`src/rtl/alu_seq_pkg.sv`:
```
// Shared encodings for the multi-byte ALU sequencer: command ops, ALU op codes,
// FSM states and flag bit positions.
package alu_seq_pkg;

   localparam logic [2:0] OP_ADD  = 3'd0;
   localparam logic [2:0] OP_SUB  = 3'd1;
   localparam logic [2:0] OP_ADC  = 3'd2;
   localparam logic [2:0] OP_SBC  = 3'd3;
   localparam logic [2:0] OP_AND  = 3'd4;
   localparam logic [2:0] OP_OR   = 3'd5;
   localparam logic [2:0] OP_XOR  = 3'd6;
   localparam logic [2:0] OP_PASS = 3'd7;

   // {k,i,j,c_in}; the low bit is the carry-in slot for the arithmetic codes
   localparam logic [3:0] ALUOP_ADD  = 4'b0100;
   localparam logic [3:0] ALUOP_SUB  = 4'b0111;
   localparam logic [3:0] ALUOP_AND  = 4'b1110;
   localparam logic [3:0] ALUOP_OR   = 4'b1010;
   localparam logic [3:0] ALUOP_XOR  = 4'b1000;
   localparam logic [3:0] ALUOP_PASS = 4'b0000;

   typedef enum logic [1:0] {
      ST_IDLE = 2'd0,
      ST_RUN  = 2'd1,
      ST_DONE = 2'd2
   } state_e;

   localparam int FLAG_C = 3;
   localparam int FLAG_Z = 2;
   localparam int FLAG_N = 1;
   localparam int FLAG_V = 0;

   // Arithmetic ops occupy codes 0..3; odd codes among them subtract.
   function automatic logic op_is_arith(input logic [2:0] op);
      return ~op[2];
   endfunction

   function automatic logic op_is_sub(input logic [2:0] op);
      return ~op[2] & op[0];
   endfunction

endpackage

```
`src/rtl/alu_seq_if.sv`:
```
// Command, result and ALU-side bus of the sequencer. slave is the sequencer's
// view, master the decode stage's view, alu the external 8-bit ALU's view.
interface alu_seq_if #(
   parameter int NBYTES = 2
);
   localparam int W = 8 * NBYTES;

   logic         cmd_valid;
   logic         cmd_ready;
   logic [2:0]   cmd_op;
   logic [W-1:0] cmd_a;
   logic [W-1:0] cmd_b;
   logic         cmd_cin;

   logic [7:0]   alu_a;
   logic [7:0]   alu_b;
   logic [3:0]   alu_op;
   logic [7:0]   alu_r;
   logic         alu_c;

   logic         res_valid;
   logic         res_ready;
   logic [W-1:0] res_data;
   logic [3:0]   res_flags;

   modport slave (
      input  cmd_valid, cmd_op, cmd_a, cmd_b, cmd_cin, res_ready, alu_r, alu_c,
      output cmd_ready, res_valid, res_data, res_flags, alu_a, alu_b, alu_op
   );

   modport master (
      output cmd_valid, cmd_op, cmd_a, cmd_b, cmd_cin, res_ready,
      input  cmd_ready, res_valid, res_data, res_flags
   );

   modport alu (
      input  alu_a, alu_b, alu_op,
      output alu_r, alu_c
   );

endinterface

```
`src/rtl/alu_seq_opdec.sv`:
```
// Op decoder: maps the running op and chained carry onto the ALU op code, and
// yields the initial carry for a command being accepted.
module alu_seq_opdec
   import alu_seq_pkg::*;
(
   input  logic [2:0] run_op,
   input  logic       cy,
   input  logic [2:0] new_op,
   input  logic       new_cin,
   output logic [3:0] alu_op,
   output logic       arith,
   output logic       sub,
   output logic       init_cy
);

   always_comb begin
      alu_op = ALUOP_PASS;
      case (run_op)
         OP_ADD, OP_ADC: alu_op = {ALUOP_ADD[3:1], cy};
         OP_SUB, OP_SBC: alu_op = {ALUOP_SUB[3:1], cy};
         OP_AND:         alu_op = ALUOP_AND;
         OP_OR:          alu_op = ALUOP_OR;
         OP_XOR:         alu_op = ALUOP_XOR;
         default:        alu_op = ALUOP_PASS;
      endcase
   end

   assign arith = op_is_arith(run_op);
   assign sub   = op_is_sub(run_op);

   // Plain SUB is A + ~B + 1; the carry-taking forms start from the caller's carry.
   always_comb begin
      init_cy = 1'b0;
      case (new_op)
         OP_SUB:         init_cy = 1'b1;
         OP_ADC, OP_SBC: init_cy = new_cin;
         default:        init_cy = 1'b0;
      endcase
   end

endmodule

```
`src/rtl/alu_seq.sv`:
```
// Multi-byte ALU sequencer: feeds an external 8-bit ALU one byte per cycle,
// LSB first, chaining carry. Optional macro ALU_SEQ_BACK2BACK_EN lets a new
// command be accepted on the same edge the previous result is consumed.
module alu_seq
   import alu_seq_pkg::*;
#(
   parameter int NBYTES = 2
) (
   input  logic     clk,
   input  logic     rst_n,
   alu_seq_if.slave bus
);

   localparam int W  = 8 * NBYTES;
   localparam int IW = (NBYTES > 1) ? $clog2(NBYTES) : 1;
   localparam logic [IW-1:0] LAST = IW'(NBYTES - 1);

   state_e          state;
   logic [IW-1:0]   idx;
   logic            cy;
   logic [W-1:0]    a_q;
   logic [W-1:0]    b_q;
   logic [2:0]      op_q;
   logic [W-1:0]    res_data;
   logic [3:0]      res_flags;
   logic            res_valid;

   logic            cmd_ready;
   logic            accept;
   logic            run;
   logic [3:0]      dec_op;
   logic            arith;
   logic            sub;
   logic            init_cy;
   logic [7:0]      a_byte;
   logic [7:0]      b_byte;
   logic [W-1:0]    res_next;
   logic            beff_msb;
   logic [3:0]      flags_next;

   alu_seq_opdec u_opdec (
      .run_op  (op_q),
      .cy      (cy),
      .new_op  (bus.cmd_op),
      .new_cin (bus.cmd_cin),
      .alu_op  (dec_op),
      .arith   (arith),
      .sub     (sub),
      .init_cy (init_cy)
   );

   always_comb begin
`ifdef ALU_SEQ_BACK2BACK_EN
      cmd_ready = (state == ST_IDLE) | ((state == ST_DONE) & bus.res_ready);
`else
      cmd_ready = (state == ST_IDLE);
`endif
   end

   assign accept = bus.cmd_valid & cmd_ready;
   assign run    = (state == ST_RUN);

   assign a_byte = a_q[idx*8 +: 8];
   assign b_byte = b_q[idx*8 +: 8];

   assign bus.alu_a  = run ? a_byte : 8'h00;
   assign bus.alu_b  = run ? b_byte : 8'h00;
   assign bus.alu_op = run ? dec_op : 4'h0;

   // Result as it will look once the current byte lands; flags are taken from
   // this on the final byte so they are ready the cycle DONE is entered.
   always_comb begin
      res_next = res_data;
      res_next[idx*8 +: 8] = bus.alu_r;
   end

   assign beff_msb = sub ? ~b_q[W-1] : b_q[W-1];

   always_comb begin
      flags_next         = 4'h0;
      flags_next[FLAG_C] = arith & bus.alu_c;
      flags_next[FLAG_Z] = (res_next == '0);
      flags_next[FLAG_N] = res_next[W-1];
      flags_next[FLAG_V] = arith & (a_q[W-1] == beff_msb) & (res_next[W-1] != a_q[W-1]);
   end

   always_ff @(posedge clk or negedge rst_n) begin
      if (!rst_n) begin
         state     <= ST_IDLE;
         idx       <= '0;
         cy        <= 1'b0;
         a_q       <= '0;
         b_q       <= '0;
         op_q      <= OP_ADD;
         res_data  <= '0;
         res_flags <= 4'h0;
         res_valid <= 1'b0;
      end else if (accept) begin
         // Reached from IDLE, or from DONE while the result is being taken.
         state     <= ST_RUN;
         idx       <= '0;
         cy        <= init_cy;
         a_q       <= bus.cmd_a;
         b_q       <= bus.cmd_b;
         op_q      <= bus.cmd_op;
         res_valid <= 1'b0;
      end else begin
         case (state)
            ST_RUN: begin
               res_data <= res_next;
               cy       <= arith & bus.alu_c;
               if (idx == LAST) begin
                  state     <= ST_DONE;
                  res_flags <= flags_next;
                  res_valid <= 1'b1;
               end else begin
                  idx <= idx + 1'b1;
               end
            end
            ST_DONE: begin
               if (bus.res_ready) begin
                  state     <= ST_IDLE;
                  res_valid <= 1'b0;
               end
            end
            default: ;
         endcase
      end
   end

   assign bus.cmd_ready = cmd_ready;
   assign bus.res_valid = res_valid;
   assign bus.res_data  = res_data;
   assign bus.res_flags = res_flags;

endmodule

```
`src/flat_wrapper.sv`:
```
// flat-port wrapper written by rule: the top's interface ports become plain ports
module alu_seq_flat import alu_seq_pkg::*;
#(
   parameter int NBYTES = 2
)
  (clk, rst_n, bus_cmd_valid, bus_cmd_op, bus_cmd_a, bus_cmd_b, bus_cmd_cin, bus_res_ready, bus_alu_r, bus_alu_c, bus_cmd_ready, bus_res_valid, bus_res_data, bus_res_flags, bus_alu_a, bus_alu_b, bus_alu_op);
  alu_seq_if #(.NBYTES(NBYTES)) bus_i ();
  input  logic clk;
  input  logic rst_n;
  input wire logic [$bits(bus_i.cmd_valid)-1:0] bus_cmd_valid;
  input wire logic [$bits(bus_i.cmd_op)-1:0] bus_cmd_op;
  input wire logic [$bits(bus_i.cmd_a)-1:0] bus_cmd_a;
  input wire logic [$bits(bus_i.cmd_b)-1:0] bus_cmd_b;
  input wire logic [$bits(bus_i.cmd_cin)-1:0] bus_cmd_cin;
  input wire logic [$bits(bus_i.res_ready)-1:0] bus_res_ready;
  input wire logic [$bits(bus_i.alu_r)-1:0] bus_alu_r;
  input wire logic [$bits(bus_i.alu_c)-1:0] bus_alu_c;
  output wire logic [$bits(bus_i.cmd_ready)-1:0] bus_cmd_ready;
  output wire logic [$bits(bus_i.res_valid)-1:0] bus_res_valid;
  output wire logic [$bits(bus_i.res_data)-1:0] bus_res_data;
  output wire logic [$bits(bus_i.res_flags)-1:0] bus_res_flags;
  output wire logic [$bits(bus_i.alu_a)-1:0] bus_alu_a;
  output wire logic [$bits(bus_i.alu_b)-1:0] bus_alu_b;
  output wire logic [$bits(bus_i.alu_op)-1:0] bus_alu_op;
  assign bus_i.cmd_valid = bus_cmd_valid;
  assign bus_i.cmd_op = bus_cmd_op;
  assign bus_i.cmd_a = bus_cmd_a;
  assign bus_i.cmd_b = bus_cmd_b;
  assign bus_i.cmd_cin = bus_cmd_cin;
  assign bus_i.res_ready = bus_res_ready;
  assign bus_i.alu_r = bus_alu_r;
  assign bus_i.alu_c = bus_alu_c;
  assign bus_cmd_ready = bus_i.cmd_ready;
  assign bus_res_valid = bus_i.res_valid;
  assign bus_res_data = bus_i.res_data;
  assign bus_res_flags = bus_i.res_flags;
  assign bus_alu_a = bus_i.alu_a;
  assign bus_alu_b = bus_i.alu_b;
  assign bus_alu_op = bus_i.alu_op;
  alu_seq #(.NBYTES(NBYTES)) u_core (.clk(clk), .rst_n(rst_n), .bus(bus_i));
endmodule
```
`config.mk`:
```
export PLATFORM = sky130hd
export DESIGN_NAME = alu_seq_flat
export DESIGN_NICKNAME = d
export VERILOG_FILES = /design/src/rtl/alu_seq_pkg.sv /design/src/rtl/alu_seq_if.sv /design/src/rtl/alu_seq_opdec.sv /design/src/rtl/alu_seq.sv /design/src/flat_wrapper.sv
export SDC_FILE = /design/constraint.sdc
export NUM_CORES = 1
export LEC_CHECK = 0
export CORE_ASPECT_RATIO = 1.4
export CORE_MARGIN = 1
export CORE_UTILIZATION = 49
export DETAILED_ROUTE_END_ITERATION = 6
export PLACE_DENSITY = 0.85
export SYNTH_ARGS = -nofsm -noshare
export SYNTH_HDL_FRONTEND = slang
export SYNTH_SLANG_ARGS = --single-unit
```
`constraint.sdc`:
```
create_clock -name clk -period 2.1 [get_ports clk]
set_input_delay 0.315 -clock clk [delete_from_list [all_inputs] [get_ports clk]]
set_output_delay 0.315 -clock clk [all_outputs]
set_load 0.02 [all_outputs]
```
== After elaboration in Yosys (flattened, before gate mapping) ==
Cells that the tools add are included.

* Bits in registers: 60
* Input bits: 49
* Logic and storage cells: 69
* Output and inout port bits: 42

* Shift-type cells: 4
* Add/subtract/negate cells: 2
* Bitwise operators: 8
* Mux-type cells: 20
* Reductions and logical operators: 11
* Equal/unequal tests: 15

{| class="wikitable"
|+ Operators by type and width
! operator !! number
|-
| negator 4 -> 34 bit || 1
|-
| variable shift 8 x 34 -> 16 bit (first input constant) || 1
|-
| variable part select 8 x 34 -> 16 bit || 1
|-
| variable part select 16 x 5 -> 8 bit || 2
|-
| one-hot mux 4 bit (5 select lines) || 1
|-
| bitwise mux 16 bit || 1
|-
| zero test 16 bit || 1
|-
| 2-to-1 mux 8 bit || 2
|-
| equality test 3 x 2 -> 1 bit (second input constant) || 4
|-
| equality test 3 bit (second input constant) || 3
|-
| 2-to-1 mux 1 bit || 9
|-
| equality test 3 x 1 -> 1 bit (second input constant) || 2
|-
| 2-to-1 mux 2 bit || 3
|-
| AND reduction 3 bit || 2
|-
| OR reduction 2 bit || 3
|-
| bitwise AND 1 bit || 5
|-
| 2-to-1 mux 4 bit || 1
|-
| one-hot mux 1 bit (2 select lines) || 2
|-
| one-hot mux 2 bit (2 select lines) || 1
|-
| zero test 3 bit || 1
|-
| inequality test 3 x 1 -> 1 bit (second input constant) || 1
|-
| inequality test 3 x 2 -> 1 bit (second input constant) || 1
|-
| NOT 1 bit || 3
|-
| nonzero test 3 bit || 1
|-
| 8 further kinds || 8
|}

== Depth between registers and ports, before layout ==
Gate-level depths: netlist (run 1).

* Depth after elaboration: 6
* Mapped depth: 6
* Mapped depth without buffers: 5

== Hierarchy ==
A second synthesis (run 1) with hierarchy kept.

* Cells, all modules: 200
* Area total of the unflattened synthesis: 2635.0 sq um

{| class="wikitable"
|+ Modules (own cells, without submodules)
! module !! sequential area each (sq um) !! cells each !! times used !! area each (sq um)
|-
| alu_seq || 1476.4 || 192 || 1 || 2585.0
|-
| alu_seq_opdec || 0.0 || 8 || 1 || 50.0
|}

== Worst setup path before layout (run 1) ==
OpenSTA, ideal clock, no wires.

* Path kind: register to output
* Start point: register u_core.state[1]
* End point: output bus_alu_op[3]
* Path slack: 0.336 ns
* Cell stages (with the launch flop): 6
* Buffers on the path: 1
* Data required time: 1.785 ns
* Data arrival time: 1.449 ns
* Cells stage by stage: dfrtp_1 > inv_1 > ha_1 > clkbuf_1 > nand2_1 > a21oi_1

* Word-level cells in the longest chain between the ends: 2

{| class="wikitable"
|+ Ends and longest elaborated chain
! element !! line !! text
|-
| start, declared || alu_seq.sv:18 || <nowiki>state_e state;</nowiki>
|-
| start signal, assigned || alu_seq.sv:89 || <nowiki>state <= ST_IDLE;</nowiki>
|-
| start signal, assigned || alu_seq.sv:100 || <nowiki>state <= ST_RUN;</nowiki>
|-
| start signal, assigned || alu_seq.sv:113 || <nowiki>state <= ST_DONE;</nowiki>
|-
| equality test 2 x 1 -> 1 bit || alu_seq.sv:61 || <nowiki>assign run = (state == ST_RUN);</nowiki>
|-
| 2-to-1 mux 4 bit || alu_seq.sv:68 || <nowiki>assign bus.alu_op = run ? dec_op : 4'h0;</nowiki>
|-
| end, declared || flat_wrapper.sv:24 || <nowiki>output wire logic [$bits(bus_i.alu_op)-1:0] bus_alu_op;</nowiki>
|}

No other way between the ends.

== Worst setup path in the final report (run 1) ==
* Start point: register u_core.state[1]
* End point: output bus_cmd_ready

* Word-level cells in the longest chain between the ends: 1

{| class="wikitable"
|+ Ends and longest elaborated chain
! element !! line !! text
|-
| zero test 2 bit || alu_seq.sv:56 || <nowiki>cmd_ready = (state == ST_IDLE);</nowiki>
|-
| end, declared || flat_wrapper.sv:18 || <nowiki>output wire logic [$bits(bus_i.cmd_ready)-1:0] bus_cmd_ready;</nowiki>
|}

No other way between the ends.

==> results.json, run 1 <==
{
  "grt_pass1_vias": 2023,
  "yosys.cell_types.count": 33,
  "min_path_type": "register to register",
  "grt_max_degree": 41,
  "antenna_found_initial": 0,
  "clock_latency_ns": 0.33,
  "cts_max_path_buffers": 2,
  "core_area_mm2": 0.00528,
  "gp_congestion": 0.773,
  "drv_slew": 0,
  "rr_worst_depth": 4,
  "die-area_mm2": 0.00591,
  "synthCells": 207,
  "grt-ovfl-total": 0,
  "pin_count": 91,
  "synth-edff-count": 0,
  "clock_skew_ns": 0.00610,
  "h-tree-depth": 3,
  "fmax_mhz": 496,
  "seq_area_mm2": 0.00148,
  "drcViolationCount": 0,
  "slowest_delay_ns": 0.63,
  "firstDrtPassIters": 4,
  "period_needed_ns": 2.02,
  "fp.dieH_um": 90.5,
  "syn_area_per_cell_um2": 13.3,
  "slew_headroom": 0.637,
  "netlist_area_mm2": 0.00274,
  "cap_viol_max_count": 0,
  "crit_arrival_ns": 1.70,
  "area_growth_syn_to_layout_pct": 41.7,
  "setup_viol": 0,
  "cp.depth": 3,
  "syn-num-nets": 260,
  "root_buffer": "clkbuf_8",
  "final_cell_mix": "clkdlybuf4s50_1, dfrtp_1, mux2_2, mux2i_1, nor2b_1",
  "stdcell_count": 374,
  "cts.reportedPaths.clkPinSlew_ns": 0.06,
  "worstPathCellList": "inv_1, ha_1, clkdlybuf4s50_1",
  "cts.sinks": 59,
  "cp_data_required_time_ns": 1.78,
  "setup_ws_ns": 0.0846,
  "synthFlopType": "dfrtp_1",
  "io_buffer_count": 90,
  "rsz0062_at_grt": "false",
  "hold_viol": 0,
  "grt_pass1_wl_mm": 9.34,
  "numCtsBuffers": 9,
  "num_rows": 31,
  "viasPerCell": 5.20,
  "num_vias": 1943,
  "final_util": 0.737,
  "min_path_cells": 2,
  "worstSetupPathType": "register to primary output",
  "path_delay_family": "buffers and inverters",
  "worst_pin_slew_ns": 0.544,
  "endpoint_kind": "primary output",
  "seq_area_frac_synth": 0.538,
  "nets": 357,
  "vdd_drop_max_v": 0.000756,
  "p_total_mw": 5.74,
  "critPathLaunchType": "register",
  "tns_ns": 0,
  "ant_nets": 0,
  "drt-total-wl_mm": 5.68,
  "fill_cells": 396,
  "layout_commonest_cell": "clkdlybuf4s50_1",
  "drt_iter0_markers": 77,
  "post-place-ws_ns": 0.0816,
  "status": "completed",
  "wl_per_cell_um": 15.2,
  "yosys_warnings": 0,
  "grt.total_usage": 0.211,
  "dpl.cell_count": 358,
  "die_w_um": 65.2,
  "async_flop_share": 1.00,
  "hpwl_mm": 4.14,
  "tritoncts": "yes",
  "worstPathMaxFanout": 4,
  "p_per_area_mw_per_mm2": 1480,
  "cp_slowest_cell": "clkdlybuf4s50_1",
  "fin_crit_sh": 0.960,
  "yosys_register_bits": 59,
  "path_buf_inv": 2,
  "multi_input_area_mm2": 0.00119,
  "cellLeakagePower_nw": 1.74,
  "drive_above_1_share": 0.231,
  "start_util": 0.520,
  "diodes": 0
}
==> state kept, by name, summed over array words and instances, names as in the netlist <==
register,cells
u_core.cy,1
u_core.bus.res_flags,4
u_core.a_q,16
u_core.idx,1
u_core.op_q,3
u_core.bus.res_data,16
u_core.b_q,16
u_core.state,2
==> cell type report <==
cell class | count | area share
tap | 66 | 0.0212
timing repair buffer | 98 | 0.244
clock buffer | 13 | 0.0435
multi-input combinational | 133 | 0.306
sequential | 59 | 0.380
clock inverter | 2 | 0.00257
inverter | 3 | 0.00290
==> stage by stage <==
stage / area, µm² / hold slack (ns)
after floorplan: 2740 / 0.0194
after global placement: 3730 / 0.311
after detailed placement: 3730 / 0.318
after CTS: 3900 / 0.482
after global routing: 3890 / 0.515
final: 3890 / 0.478
==> metal layers <==
metal | part of all wire | GRT usage | vias to the layer above
li1 | - | - | 919
met1 | 0.39 | 0.240 | 950
met2 | 0.54 | 0.357 | 66
met3 | 0.062 | 0.0720 | 8
met4 | 0.012 | 0.0815 | 0
met5 | 0 | 0 | -
==> cell families (layout without fill, tap and decap cells) <==
kind of cell | after synthesis | count (layout) | share of synthesized area
muxes | 69 | 69 | 0.276
DFF | 59 | 59 | 0.538
and+or+nand+nor | 47 | 47 | 0.104
buffers and inverters | 15 | 116 | 0.0296
AOI/OAI and AO/OA | 12 | 12 | 0.0310
adders and majority gates | 4 | 4 | 0.0182
xor gates and xnor gates | 1 | 1 | 0.00319
==> timing repair <==
item	CTS	global route
hold buffers	1	0
endpoints found under the setup margin	20	15
buffers inserted	0	0
resized for setup	22	15
hold endpoints to repair	21	0
==> final timing paths <==
check / from / end / slack (ns)
max in group asynchronous: rst_n / u_core.bus.res_data[2] / 1.01
setup / recovery: u_core.state[1] / bus_cmd_ready / 0.08
min in group asynchronous: rst_n / u_core.b_q[6] / 0.51
hold reg to reg: u_core.bus.res_flags[2] / u_core.bus.res_flags[2] / 0.48
setup reg to reg: u_core.state[1] / u_core.bus.res_data[3] / 0.47
hold / removal: u_core.bus.res_flags[2] / u_core.bus.res_flags[2] / 0.48
==> worst reg2reg max path, cell delays in order, from the launching register on <==
cell	delay, ns
dfrtp_1	0.37
inv_1	0.09
ha_1	0.24
nand2b_1	0.41
mux2_2	0.40
==> where the power goes <==
part,switching [mW],internal (mW)
clock network,0.408,0.514
logic,1.26,1.46
registers,0.375,1.72
==> synth_stat cells, types with 2 or more instances <==
library cell,number,area [µm²]
clkbuf_1,2,7.51
nor2b_1,16,100
mux2i_1,18,180
mux2_2,39,439
nand2b_1,4,25.0
nand3_1,3,15.0
mux2_1,11,124
inv_1,3,11.3
buf_2,8,40.0
dfrtp_1,59,1480
a21oi_1,2,10.0
o21ai_0,2,10.0
nand2_1,11,41.3
nor2_1,2,7.51
nor3_1,2,10.0
buf_6,2,22.5
nor4_1,4,25.0
ha_1,4,50.1
Power figures use the tool's default switching activity.
==> run 2: changes to the inputs <==
--- a/config.mk
+++ b/config.mk
@@ -7,9 +7,9 @@
 export LEC_CHECK = 0
 export CORE_ASPECT_RATIO = 1.4
 export CORE_MARGIN = 1
-export CORE_UTILIZATION = 49
+export CORE_UTILIZATION = 45
 export DETAILED_ROUTE_END_ITERATION = 6
-export PLACE_DENSITY = 0.85
+export PLACE_DENSITY = 0.79
 export SYNTH_ARGS = -nofsm -noshare
 export SYNTH_HDL_FRONTEND = slang
 export SYNTH_SLANG_ARGS = --single-unit
==> constraint.sdc (replaced) <==
create_clock -name clk -period 2.3 [get_ports clk]
set_input_delay 0.345 -clock clk [delete_from_list [all_inputs] [get_ports clk]]
set_output_delay 0.345 -clock clk [all_outputs]
set_load 0.02 [all_outputs]
==> results.json, run 2 (synthesized netlist as in run 1, its figures left out) <==
{
  "status": "completed",
  "cts_max_path_buffers": 2,
  "p_per_area_mw_per_mm2": 1370,
  "clock_latency_ns": 0.33,
  "worstReg2RegStart": "u_core.state[1]",
  "cts.sinks": 59,
  "slew_headroom": 0.610,
  "setup_viol": 0,
  "cts.reportedPaths.clkPinSlew_ns": 0.07,
  "fin_crit_sh": 0.924,
  "min_path_type": "input port to async pin",
  "firstDrtPassIters": 5,
  "cellLeakagePower_nw": 1.76,
  "grt.total_usage": 0.192,
  "cap_viol_max_count": 0,
  "top_regs": "u_core.a_q: 16 flops, u_core.b_q: 16 flops, u_core.bus.res_data: 16 flops",
  "area_growth_syn_to_layout_pct": 42.5,
  "root_buffer": "clkbuf_8",
  "worstPathCellList": "inv_1, ha_1, buf_4, nand2_1, nor2_1, dlygate4sd2_1",
  "drive_above_1_share": 0.208,
  "diodes": 0,
  "vdd_drop_max_v": 0.000696,
  "cts.hold.buffers_added": 0,
  "grt_pass1_vias": 1933,
  "ant_nets": 0,
  "drt-total-wl_mm": 5.71,
  "grt-ovfl-total": 0,
  "endpoint_kind": "primary output",
  "fp.dieH_um": 94.4,
  "worstPathMaxFanout": 14,
  "tns_ns": 0,
  "drcViolationCount": 0,
  "io_buffer_count": 90,
  "period_needed_ns": 2.13,
  "rsz0062_at_grt": "false",
  "gp_congestion": 0.726,
  "numCtsBuffers": 9,
  "die_w_um": 68.0,
  "hpwl_mm": 4.22,
  "h-tree-depth": 3,
  "rr_worst_depth": 4,
  "die-area_mm2": 0.00642,
  "critPathLaunchType": "register",
  "num_vias": 1924,
  "clock_skew_ns": 0.00922,
  "cp_slowest_cell": "dfrtp_1",
  "grt_max_degree": 41,
  "antenna_found_initial": 0,
  "holdWs_ns": 0.0108,
  "core_area_mm2": 0.00586,
  "nets": 355,
  "worst_pin_slew_ns": 0.586,
  "final_cell_mix": "clkdlybuf4s50_1, dfrtp_1, mux2_2, dlygate4sd2_1, mux2i_1",
  "wl_per_cell_um": 15.1,
  "dpl.cell_count": 361,
  "hold_viol": 0,
  "tritoncts": "yes",
  "pin_count": 91,
  "worstSetupPathType": "register to primary output",
  "postCtsSetupBuffers": 0,
  "fmax_mhz": 470,
  "layout_commonest_cell": "clkdlybuf4s50_1",
  "drt_iter0_markers": 66,
  "crit-reg2reg-capture": "u_core.bus.res_data[3]",
  "cp_data_required_time_ns": 1.96,
  "cts-resized-gates": 20,
  "viasPerCell": 5.10,
  "stdcell_count": 377,
  "path_delay_family": "buffers and inverters",
  "num_rows": 33,
  "start_util": 0.468,
  "grt_pass1_wl_mm": 9.03,
  "r2r_slack_ns": 0.67,
  "drv_slew": 0,
  "slowest_delay_ns": 0.40,
  "crit_arrival_ns": 1.78,
  "path_buf_inv": 3
}
-- run 2: changes by cell type in the layout (fill, tap and decap cells not counted), sizes merged --
cell           before  now
clkbuf             17   11
dlygate4sd2        10   20
clkinvlp            0    1
clkdlybuf4s15       5    0
buf                 9    7
dlygate4sd3         1    0
bufinv              0    2
-- run 2: metal layers --
layer,track usage,vias up,share of wire
li1,-,918,-
met1,0.223,953,0.40
met2,0.332,48,0.55
met3,0.0471,5,0.043
met4,0.0729,0,0.014
met5,0,-,0
-- run 2: power by group --
group,switching (mW),internal [mW]
logic,1.14,1.32
registers,0.340,1.57
clock network,0.388,0.607
total,1.87,3.50
-- run 2: worst max-delay path by stage --
stage,slack [ns],from,depth (start not counted),to
global route,0.05,u_core.state[1],5,bus_alu_a[7]
floorplan,0.51,u_core.state[1],5,bus_alu_op[3]
finish,0.17,u_core.state[1],6,bus_alu_op[0]
detailed placement,0.25,u_core.state[1],5,bus_alu_a[7]
global placement,0.31,u_core.state[1],6,bus_alu_op[0]
CTS,0.13,u_core.state[1],5,bus_alu_a[7]
-- run 2: stage by stage --
step | utilization | power [mW] | area (µm²) | setup WS (ns)
final | 0.667 | 5.37 | 3910 | 0.174
after global routing | 0.667 | 5.71 | 3910 | 0.0452
after CTS | 0.667 | 5.44 | 3910 | 0.130
after detailed placement | 0.636 | 4.51 | 3730 | 0.248
after global placement | 0.636 | 4.43 | 3730 | 0.312
after floorplan | - | 3.51 | 2740 | 0.506
-- run 2: layout make-up --
cell class | count | area (µm²)
Clock buffer | 11 | 131
Clock inverter | 5 | 77.6
Fill cell | 477 | 1950
Inverter | 3 | 11.3
Multi-Input combinational cell | 133 | 1190
Sequential cell | 59 | 1480
Tap cell | 70 | 87.6
Timing Repair Buffer | 96 | 941
-- run 2: worst register-to-register path, stage by stage (launching register included) --
cell,delay [ns]
dfrtp_1,0.38
inv_1,0.10
ha_1,0.25
nand2b_1,0.40
mux2_2,0.40
==> run 3: changes to the inputs <==
--- a/config.mk
+++ b/config.mk
@@ -5,6 +5,7 @@
 export SDC_FILE = /design/constraint.sdc
 export NUM_CORES = 1
 export LEC_CHECK = 0
+export CAP_MARGIN = 20
 export CORE_ASPECT_RATIO = 1.4
 export CORE_MARGIN = 1
 export CORE_UTILIZATION = 45
==> constraint.sdc (replaced) <==
create_clock -name clk -period 2.2 [get_ports clk]
set_input_delay 0.33 -clock clk [delete_from_list [all_inputs] [get_ports clk]]
set_output_delay 0.33 -clock clk [all_outputs]
set_load 0.02 [all_outputs]
==> results.json, run 3 (synthesized netlist as in run 1, its figures left out) <==
{
  "tns_ns": 0,
  "rsz0062_at_grt": "false",
  "firstDrtPassIters": 4,
  "status": "finished with violations",
  "io_buffer_count": 90,
  "seq_area_mm2": 0.00148,
  "grt_pass1_vias": 2108,
  "numCtsBuffers": 9,
  "grt.total_usage": 0.197,
  "fin_crit_sh": 0.943,
  "cellLeakagePower_nw": 1.76,
  "die-area_mm2": 0.00642,
  "drive_above_1_share": 0.215,
  "num_rows": 33,
  "grt_use_met1": 0.214,
  "ant_nets": 0,
  "start_util": 0.468,
  "rr_worst_depth": 4,
  "slew_headroom": 0.608,
  "drcViolationCount": 0,
  "nets": 355,
  "clock_skew_ns": 0.0112,
  "vdd_drop_max_v": 0.000905,
  "h-tree-depth": 3,
  "core_area_mm2": 0.00586,
  "p_per_area_mw_per_mm2": 1450,
  "endpoint_kind": "primary output",
  "area_growth_syn_to_layout_pct": 43.2,
  "drt-total-wl_mm": 5.80,
  "period_needed_ns": 2.07,
  "grtUsageMet2": 0.347,
  "tritoncts": "yes",
  "grt-ovfl-total": 0,
  "top_regs": "u_core.a_q: 16 flops, u_core.b_q: 16 flops, u_core.bus.res_data: 16 flops",
  "antenna_found_initial": 0,
  "hold_viol": 3,
  "worst_pin_slew_ns": 0.588,
  "crit_arrival_ns": 1.74,
  "fmax_mhz": 482,
  "multi_input_area_mm2": 0.00119,
  "holdWs_ns": -0.00606,
  "clock_latency_ns": 0.33,
  "die_w_um": 68.0,
  "place_area_mm2": 0.00373,
  "cts.sinks": 59,
  "worstSetupPathType": "register to primary output",
  "violations": "hold timing",
  "viasPerCell": 5.24,
  "hpwl_mm": 4.20,
  "pin_count": 91,
  "critPathLaunchType": "register",
  "num_vias": 1976,
  "p_total_mw": 5.69,
  "fill_cells": 442,
  "final_cell_mix": "clkdlybuf4s50_1, dfrtp_1, mux2_2, mux2i_1, dlygate4sd2_1",
  "drt_iter0_markers": 101,
  "layout_commonest_cell": "clkdlybuf4s50_1",
  "gp_congestion": 0.730,
  "cts_max_path_buffers": 2,
  "min_path_type": "input port to async pin",
  "drv_slew": 0,
  "grt_max_degree": 41,
  "worstPathMaxFanout": 14,
  "cts.reportedPaths.clkPinSlew_ns": 0.07,
  "diodes": 0,
  "cap_viol_max_count": 0,
  "cts.hold.buffers_added": 0,
  "grt-busiest-layer": "met2",
  "use_met3": 0.0290,
  "root_buffer": "clkbuf_8",
  "setup_viol": 0,
  "grt_pass1_wl_mm": 9.32,
  "wl_per_cell_um": 15.4,
  "cp_data_required_time_ns": 1.87,
  "final_cell_area_mm2": 0.00393,
  "fp.dieH_um": 94.4
}
run 3: cell types whose count changed in the layout (fill, tap and decap cells not counted), sizes merged:
| cell | before | now |
|---|---|---|
| clkbuf | 11 | 13 |
| clkdlybuf4s15 | 0 | 2 |
| clkinv | 2 | 1 |
| dlygate4sd2 | 20 | 17 |
run 3: worst paths after layout:
| path | startpoint | to | slack [ns] |
|---|---|---|---|
| setup / recovery | u_core.state[1] | bus_alu_a[4] | 0.13 |
| hold / removal | rst_n | u_core.b_q[13] | -0.006 |
| setup reg to reg | u_core.state[1] | u_core.bus.res_data[2] | 0.54 |
| hold reg to reg | u_core.bus.res_flags[1] | u_core.bus.res_flags[1] | 0.47 |
| max in group asynchronous | rst_n | u_core.b_q[8] | 1.61 |
| min in group clk | u_core.bus.res_flags[1] | u_core.bus.res_flags[1] | 0.47 |
run 3: what timing repair did:
action	in CTS	in global routing
setup buffers	0	0
setup endpoints to repair	20	3
gates resized for setup	20	4
run 3: area by class of cell:
type / count / area share
Sequential cell: 59 / 0.376
Clock buffer: 12 / 0.0395
Multi-Input combinational cell: 133 / 0.302
Inverter: 3 / 0.00287
Tap cell: 70 / 0.0223
Clock inverter: 4 / 0.0185
Timing Repair Buffer: 96 / 0.239
run 3: stage by stage:
stage / util / hold WS, ns / std cells / worst slack, ns
floorplan: - / 0.0344 / 207 / 0.421
global route: 0.670 / 0.0271 / 377 / 0.00667
detailed placement: 0.636 / 0.366 / 361 / 0.156
global placement: 0.636 / 0.362 / 361 / 0.230
CTS: 0.670 / 0.00495 / 377 / 0.0721
finish: 0.670 / -0.00606 / 377 / 0.126
run 3: metal layers:
metal	wire [µm]	up-vias
li1	-	917
met1	2240	981
met2	3160	61
met3	210	17
met4	197	0
met5	0	-
run 3: worst max-delay path: stages, from the launching register on:
cell	delay (ns)
dfrtp_1	0.40
inv_1	0.13
ha_1	0.18
buf_4	0.20
nor2b_1	0.16
dlygate4sd2_1	0.34
run 3: power by group:
part           internal, mW  switching [mW]  total, mW
clock                 0.698           0.411       1.11
sequential             1.64           0.358       2.00
combinational          1.39            1.20       2.59
total                  3.72            1.97       5.69
